**config.mk**
```make
export PLATFORM = sky130hd
export DESIGN_NAME = vga_timing_gen
export DESIGN_NICKNAME = d
export VERILOG_FILES = /design/src/rtl/vga_timing_gen.sv
export SDC_FILE = /design/constraint.sdc
export NUM_CORES = 1
export LEC_CHECK = 0
export ABC_AREA = 1
export CAP_MARGIN = 20
export CORE_UTILIZATION = 53
export DETAILED_ROUTE_END_ITERATION = 6
export GPL_TIMING_DRIVEN = 0
export PLACE_DENSITY = 0.78
export SLEW_MARGIN = 20
export SYNTH_ARGS = -nofsm -noshare
export SYNTH_HDL_FRONTEND = slang
export SYNTH_SLANG_ARGS = --single-unit
```
**constraint.sdc**
```tcl
create_clock -name clk -period 2 [get_ports clk]
set_input_delay 0.4 -clock clk [delete_from_list [all_inputs] [get_ports clk]]
set_output_delay 0.4 -clock clk [all_outputs]
set_load 0.02 [all_outputs]
```
**src/rtl/vga_timing_gen.sv**
```systemverilog
// 640x480@60 VGA raster timing generator with registered, mutually aligned outputs.
// Define VGA_CLK_DIV2_EN to advance the raster every other clk (50 MHz board clock).
`timescale 1ns/1ps

module vga_timing_gen #(
    parameter int H_ACTIVE = 640,
    parameter int H_FP     = 16,
    parameter int H_SYNC   = 96,
    parameter int H_BP     = 48,
    parameter int V_ACTIVE = 480,
    parameter int V_FP     = 10,
    parameter int V_SYNC   = 2,
    parameter int V_BP     = 33
) (
    input  logic       clk,
    input  logic       rst_n,
    output logic       pixel_ce,
    output logic       hsync,
    output logic       vsync,
    output logic       display_en,
    output logic [9:0] pixel_x,
    output logic [9:0] pixel_y,
    output logic       line_start,
    output logic       frame_start
);

    localparam int H_TOTAL = H_ACTIVE + H_FP + H_SYNC + H_BP;
    localparam int V_TOTAL = V_ACTIVE + V_FP + V_SYNC + V_BP;

    localparam logic [9:0]  H_LAST   = 10'(H_TOTAL - 1);
    localparam logic [9:0]  V_LAST   = 10'(V_TOTAL - 1);
    // Decode bounds are 11 bits wide so a limit of exactly 1024 still compares correctly.
    localparam logic [10:0] H_ACT    = 11'(H_ACTIVE);
    localparam logic [10:0] V_ACT    = 11'(V_ACTIVE);
    localparam logic [10:0] HS_START = 11'(H_ACTIVE + H_FP);
    localparam logic [10:0] HS_END   = 11'(H_ACTIVE + H_FP + H_SYNC);
    localparam logic [10:0] VS_START = 11'(V_ACTIVE + V_FP);
    localparam logic [10:0] VS_END   = 11'(V_ACTIVE + V_FP + V_SYNC);

    logic       tick;
    logic [9:0] h_q, v_q, h_d, v_d;
    logic [10:0] h_ext, v_ext;
    logic       de_d, hs_d, vs_d, ls_d, fs_d;
    logic       ce_q, hs_q, vs_q, de_q, ls_q, fs_q;
    logic [9:0] x_q, y_q;

`ifdef VGA_CLK_DIV2_EN
    logic div_q;

    // The first edge after reset release is a tick, then every second edge.
    always_ff @(posedge clk or negedge rst_n) begin
        if (!rst_n) begin
            div_q <= 1'b0;
        end else begin
            div_q <= ~div_q;
        end
    end

    assign tick = ~div_q;
`else
    assign tick = 1'b1;
`endif

    always_comb begin
        h_d = h_q + 10'd1;
        v_d = v_q;
        if (h_q == H_LAST) begin
            h_d = '0;
            v_d = (v_q == V_LAST) ? '0 : v_q + 10'd1;
        end
    end

    // Outputs decode the position being loaded so they line up with the counters.
    always_comb begin
        h_ext = {1'b0, h_d};
        v_ext = {1'b0, v_d};
        de_d  = (h_ext < H_ACT) && (v_ext < V_ACT);
        hs_d  = !((h_ext >= HS_START) && (h_ext < HS_END));
        vs_d  = !((v_ext >= VS_START) && (v_ext < VS_END));
        ls_d  = (h_d == '0);
        fs_d  = (h_d == '0) && (v_d == '0);
    end

    // Counters preset to the last position so the first tick wraps to (0,0).
    always_ff @(posedge clk or negedge rst_n) begin
        if (!rst_n) begin
            h_q  <= H_LAST;
            v_q  <= V_LAST;
            ce_q <= 1'b0;
            x_q  <= '0;
            y_q  <= '0;
            de_q <= 1'b0;
            hs_q <= 1'b1;
            vs_q <= 1'b1;
            ls_q <= 1'b0;
            fs_q <= 1'b0;
        end else begin
            ce_q <= tick;
            ls_q <= 1'b0;
            fs_q <= 1'b0;
            if (tick) begin
                h_q  <= h_d;
                v_q  <= v_d;
                x_q  <= h_d;
                y_q  <= v_d;
                de_q <= de_d;
                hs_q <= hs_d;
                vs_q <= vs_d;
                ls_q <= ls_d;
                fs_q <= fs_d;
            end
        end
    end

    assign pixel_ce    = ce_q;
    assign pixel_x     = x_q;
    assign pixel_y     = y_q;
    assign display_en  = de_q;
    assign hsync       = hs_q;
    assign vsync       = vs_q;
    assign line_start  = ls_q;
    assign frame_start = fs_q;

endmodule

```
[Word-level counts from Yosys, hierarchy flattened]
Index checks and enable logic that the tools add are counted.
Storage, ports and cells
  input port bits: 2
  register bits after elaboration: 46
  logic and storage cells: 31
Cells by class
  equality and inequality tests: 2
  $lt $le $gt $ge: 6
  add/subtract/negate cells: 2
  reductions and logical operators: 8
  multiplexer cells: 3
Operators with widths (count)
  $mux W10: 3
  $add A10 B1 Y10 const B: 2
  $eq A10 B10 Y1 const B: 2
  $logic_not A10 Y1: 2
  $lt A10 B10 Y1 const B: 2
  $lt A10 B9 Y1 const B: 2
  $ge A10 B10 Y1 const B: 1
  $ge A10 B9 Y1 const B: 1
  $logic_and A1 B1 Y1: 4
  $logic_not A1 Y1: 2

[Longest topological paths before layout]
  depth after elaboration: 6
  depth in mapped cells: 12

[Worst setup path after synthesis]
Ideal clock, no wire load.
  path type: register -> register
  from: register h_q[0]
  to: register fs_q, in the netlist frame_start
  clock period less this slack: 1.757 ns
  cell stages (with the launch flop): 13
  slack: 0.243 ns
  path buffers: 1
  arrival time: 1.677 ns
  cells stage by stage: dfstp_2 ha_1 nand2_2 nor2_4 nand3_2 buf_6 nor2_4 nand2_2 nand2_2 nand2_1 nor2_1 nand3_1 nor3_2
On the way
  word-level cells in the longest chain between the ends: 4
  elaborated cells between the ends (all ways): 7
Ends and longest elaborated chain
  start: declaration: line 41  | logic [9:0] h_q, v_q, h_d, v_d;
  start signal: assignment: line 87  | h_q <= H_LAST;
  start signal: assignment: line 102  | h_q <= h_d;
  $add A10 B1 Y10 or $eq A10 B10 Y1 (tied branches): line 65, 67
  $mux W10: line 67  | if (h_q == H_LAST) begin
  $logic_not A10 Y1: line 81  | fs_d = (h_d == '0) && (v_d == '0);
  $logic_and A1 B1 Y1 *: line 81
  via fs_d: line 43  | logic de_d, hs_d, vs_d, ls_d, fs_d;
  end signal: assignment: line 110  | fs_q <= fs_d;
  end: declaration: line 44  | logic ce_q, hs_q, vs_q, de_q, ls_q, fs_q;
The timed path passes the listed nets; every way through them passes the cells marked *.

[Final worst setup path]
Same ends and word-level chain as after synthesis.

==> impl_results.html <==
<table>
<tr><th>Metric</th><th>Value</th></tr>
<tr><th colspan="2">Setup path</th></tr>
<tr><td>Slowest library cell on the worst path</td><td>dfstp_2</td></tr>
<tr><td>Critical Setup Path Class</td><td>flop to flop</td></tr>
<tr><td>Largest fanout on the critical path</td><td>5</td></tr>
<tr><td>Cells traversed along the worst timing path</td><td>ha_4 -&gt; nand2_4 -&gt; nor2_4 -&gt; nand3_4 -&gt; buf_8 -&gt; nor2_4 -&gt; nand2_2 -&gt; nand2_2 -&gt; nand2_1 -&gt; nor2_1 -&gt; nand3_1 -&gt; nor3_2</td></tr>
<tr><td>Kind of start point of the critical path</td><td>flop</td></tr>
<tr><td>Type of element capturing the critical path</td><td>flop</td></tr>
<tr><td>Family of cells with the greatest summed delay on the critical path</td><td>simple AND/OR/NAND/NOR gates</td></tr>
<tr><td>Signal arrival time at the worst endpoint</td><td>roughly 2.2 ns</td></tr>
<tr><td>Buffers plus inverters on the worst setup path</td><td>1</td></tr>
<tr><td>Required arrival time at the worst endpoint</td><td>~2.3 ns</td></tr>
<tr><td>Max stage delay on crit path</td><td>0.58 ns</td></tr>
<tr><th colspan="2">STA</th></tr>
<tr><td>Share of the cycle needed by the critical path after routing</td><td>0.9639</td></tr>
<tr><td>WHS</td><td>between 0.4 and 0.5 ns</td></tr>
<tr><td>Highest attainable clock frequency</td><td>0.5187 GHz</td></tr>
<tr><td>RSZ-0062 raised after global routing</td><td>yes</td></tr>
<tr><td>Final setup fails</td><td>0</td></tr>
<tr><td>Setup Skew</td><td>between 0.005 and 0.006 ns</td></tr>
<tr><td>Final Critical Period</td><td>1.928 ns</td></tr>
<tr><td>Final hold vios</td><td>0</td></tr>
<tr><td>Slew Limit Fails</td><td>0</td></tr>
<tr><th colspan="2">Logic synthesis</th></tr>
<tr><td>Sequential-to-total area share from yosys stat</td><td>0.4913</td></tr>
<tr><td>Leading area contributor after synthesis</td><td>dfrtp_1</td></tr>
<tr><td>Net count of the mapped netlist</td><td>218</td></tr>
<tr><td>Share of async-settable or async-resettable flops after synthesis</td><td>1.000</td></tr>
<tr><td>Post-synthesis area per instance</td><td>8.753 µm²</td></tr>
<tr><td>Post-synthesis cell type count</td><td>28</td></tr>
<tr><td>Most used standard cells in the synthesized netlist</td><td>nand2_1 (43), inv_1 (33), dfrtp_1 (24), nor2_1 (21), nand3_1 (14)</td></tr>
<tr><td>Post-Synthesis Cell Area</td><td>0.001864 mm²</td></tr>
<tr><td>Count of yosys warnings during synthesis</td><td>0</td></tr>
<tr><td>Most repeated cell in the gate-level netlist after synthesis</td><td>nand2_1</td></tr>
<tr><td>Dominant cells by area after synthesis</td><td>dfrtp_1 (32%), dfstp_2 (17%), nand2_1 (8.7%), inv_1 (6.6%), nor2_1 (4.2%)</td></tr>
<tr><td>FF+latch count, synth</td><td>36</td></tr>
<tr><td>Synth Instances</td><td>213</td></tr>
<tr><td>Post-synth EDFFs</td><td>0</td></tr>
<tr><td>Area share of the largest cell type after synthesis</td><td>0.3221</td></tr>
<tr><td>Leading register cell type out of synthesis</td><td>dfrtp_1</td></tr>
<tr><th colspan="2">Cells and area</th></tr>
<tr><td>Finished Core Util</td><td>0.7165</td></tr>
<tr><td>Filler cell count in the final layout</td><td>271</td></tr>
<tr><td>Area Overhead vs Synth</td><td>29.26%</td></tr>
<tr><td>Diodes inserted</td><td>0</td></tr>
<tr><td>Footprint of the flip-flops and latches</td><td>~920 µm²</td></tr>
<tr><td>Fraction of final layout cells sized beyond drive strength 1</td><td>0.3152</td></tr>
<tr><td>Area occupied by multi-input gates</td><td>785.8 µm²</td></tr>
<tr><td>Total Nets Final</td><td>261</td></tr>
<tr><th colspan="2">Clock tree</th></tr>
<tr><td>Maximum clock insertion buffer count</td><td>2</td></tr>
<tr><td>Clk_lat worst skew</td><td>0.34 ns</td></tr>
<tr><td>TritonCTS clock tree</td><td>done</td></tr>
<tr><td>Inserted Clock Buffers</td><td>5</td></tr>
<tr><td>Root buffer cell</td><td>clkbuf_4</td></tr>
<tr><td>Number of sinks driven by the clock tree</td><td>36</td></tr>
<tr><td>Maximum level of the CTS H-tree</td><td>2</td></tr>
<tr><td>Clock transition at the registers of the reported paths</td><td>around 0.1 ns</td></tr>
<tr><th colspan="2">Floorplan</th></tr>
<tr><td>Number of top-level pins</td><td>28</td></tr>
<tr><td>Die Ht</td><td>61.31 µm</td></tr>
<tr><td>Effective utilization at floorplan</td><td>0.5543</td></tr>
<tr><td>Area of the placeable core</td><td>0.003363 mm²</td></tr>
<tr><td>Row count</td><td>21</td></tr>
<tr><td>Die X</td><td>61.31 µm</td></tr>
<tr><td>Area of the die</td><td>0.003759 mm²</td></tr>
<tr><th colspan="2">Status</th></tr>
<tr><td>Status</td><td>finished clean</td></tr>
<tr><th colspan="2">Drt</th></tr>
<tr><td>Vias after detailed routing</td><td>1,483</td></tr>
<tr><td>Routed length per placed instance</td><td>12.23 µm</td></tr>
<tr><td>Number of DRC markers in iteration 0</td><td>65</td></tr>
<tr><td>DR DRC count</td><td>0</td></tr>
<tr><td>Number of nets still failing antenna checks after routing</td><td>0</td></tr>
<tr><td>Total routed wirelength</td><td>3.706 mm</td></tr>
<tr><td>Drt first pass iters</td><td>4</td></tr>
<tr><td>Via count normalized by instance count</td><td>4.894</td></tr>
<tr><th colspan="2">GRT</th></tr>
<tr><td>Pin count of the biggest net entering global routing</td><td>27</td></tr>
<tr><td>Sum of overflow across all layers after global routing</td><td>0</td></tr>
<tr><td>Vias in the first global route</td><td>1,238</td></tr>
<tr><td>Wire length of the first global-routing pass</td><td>5.471 mm</td></tr>
<tr><td>Number of antenna violations at the first check in global routing</td><td>0</td></tr>
<tr><td>Global-route usage over all layers</td><td>0.2084</td></tr>
<tr><th colspan="2">Power</th></tr>
<tr><td>Internal Dissipation</td><td>909.4 µW</td></tr>
<tr><td>Worst IR drop on VDD</td><td>0.3912 mV</td></tr>
<tr><td>Switching Share</td><td>0.2154</td></tr>
<tr><td>Clk pwr share</td><td>0.350</td></tr>
<tr><td>Switching power</td><td>between 200 and 250 µW</td></tr>
<tr><td>Relative contribution of combinational cells to total power</td><td>0.020</td></tr>
<tr><td>Leakage power of the design</td><td>1.213 nW</td></tr>
<tr><td>Final Total Pwr</td><td>1.159 mW</td></tr>
<tr><td>Pwr per Cell Area</td><td>481.0 mW/mm²</td></tr>
<tr><td>Sequential group share of total power</td><td>0.630</td></tr>
<tr><th colspan="2">Placement</th></tr>
<tr><td>GP Congestion</td><td>0.8112</td></tr>
<tr><td>Final HPWL DP</td><td>between 2 and 3 mm</td></tr>
<tr><td>Count of port buffers added during placement</td><td>27</td></tr>
<tr><th colspan="2">Worst hold path</th></tr>
<tr><td>Path category of the worst min-delay check</td><td>input pin to asynchronous set/reset pin</td></tr>
<tr><th colspan="2">Job</th></tr>
<tr><td>Maxcap violations</td><td>0</td></tr>
</table>
logic make-up (layout without fill, tap and decap cells):
group                      after synthesis  after routing  share of synthesized area
AOI/OAI and AO/OA                       13             13                    0.05168
adders and majority gates                3              3                    0.02014
xor gates and xnor gates                 3              3                    0.01812
and+or+nand+nor                        110            111                     0.2980
buffers and inverters                   47             90                     0.1188
other                                    1              1                   0.002011
DFF                                     36             36                     0.4913
path summary, 6_finish.rpt:
kind / startpoint / end / slack [ns] / cells past startpoint
min: rst_n / pixel_x[3] / 0.45 / 2
max reg2reg: h_q[0] / frame_start / 0.07 / 12
min in group clk: h_q[2] / h_q[2] / 0.56 / 2
max in group asynchronous: rst_n / vsync / 1.06 / 3
max: h_q[0] / frame_start / 0.07 / 12
min reg2reg: h_q[2] / h_q[2] / 0.56 / 2
layer usage:
metal	up-vias	wire length, µm	part of all wire	GRT usage
met2	41	1730	0.47	0.2981
met1	693	1740	0.47	0.2926
met3	5	199	0.054	0.07563
li1	744	-	-	-
met5	-	0	0	0
met4	0	36	0.0097	0.07468
power groups by stage:
| stage | Clock, mW | Combinational [mW] | Sequential [mW] |
|---|---|---|---|
| final | 0.406 | 0.0232 | 0.730 |
| after global routing | 0.450 | 0.0271 | 0.730 |
| after CTS | 0.411 | 0.0243 | 0.730 |
| after detailed placement | 0 | 0.0228 | 0.743 |
| after global placement | 0 | 0.0192 | 0.743 |
| after floorplan | 0 | 0.000163 | 0.745 |
cell type report:
class | count | area share
buffer | 11 | 0.03738
sequential | 36 | 0.3821
clock buffer | 7 | 0.02285
tap | 46 | 0.02388
clock inverter | 1 | 0.003115
multi-input combinational | 131 | 0.3261
timing repair buffer | 35 | 0.1485
inverter | 36 | 0.05607
cells in the final DEF (no fill, tap or decap), drive strengths merged:
cell type / count
nor3: 2
a21o: 1
a21oi: 1
nand2: 49
buf: 18
conb: 1
clkinvlp: 1
ha: 3
and2: 1
xor2: 3
dfrtp: 24
nand3: 20
dlygate4sd3: 1
o211ai: 1
inv: 36
nor2: 29
a31o: 1
o21ai: 5
clkbuf: 8
o21bai: 4
dfstp: 12
nand4: 10
clkdlybuf4s50: 26
sequential cells by signal, indices dropped and copies added (netlist names):
register     cells
frame_start      1
pixel_x         10
h_q              7
hsync            1
vsync            1
line_start       1
pixel_y         10
v_q              3
pixel_ce         1
display_en       1
timing repair:
action | in CTS | in global routing
setup endpoints to repair | 0 | 9
resized for setup | 0 | 18
hold buffers | 1 | 0
setup buffers | 0 | 5
hold endpoints to repair | 8 | 0
per-stage QoR:
stage	setup slack, ns	cell area, µm²	std cells	setup TNS, ns
finish	0.07225	2410	303	0
CTS	0.004771	2280	296	0
global route	-0.04733	2410	303	-0.08885
global placement	-0.1873	2192	286	-4.426
floorplan	0.2429	1864	213	0
detailed placement	0.02414	2207	287	0
(Power assumes the default switching activity.)
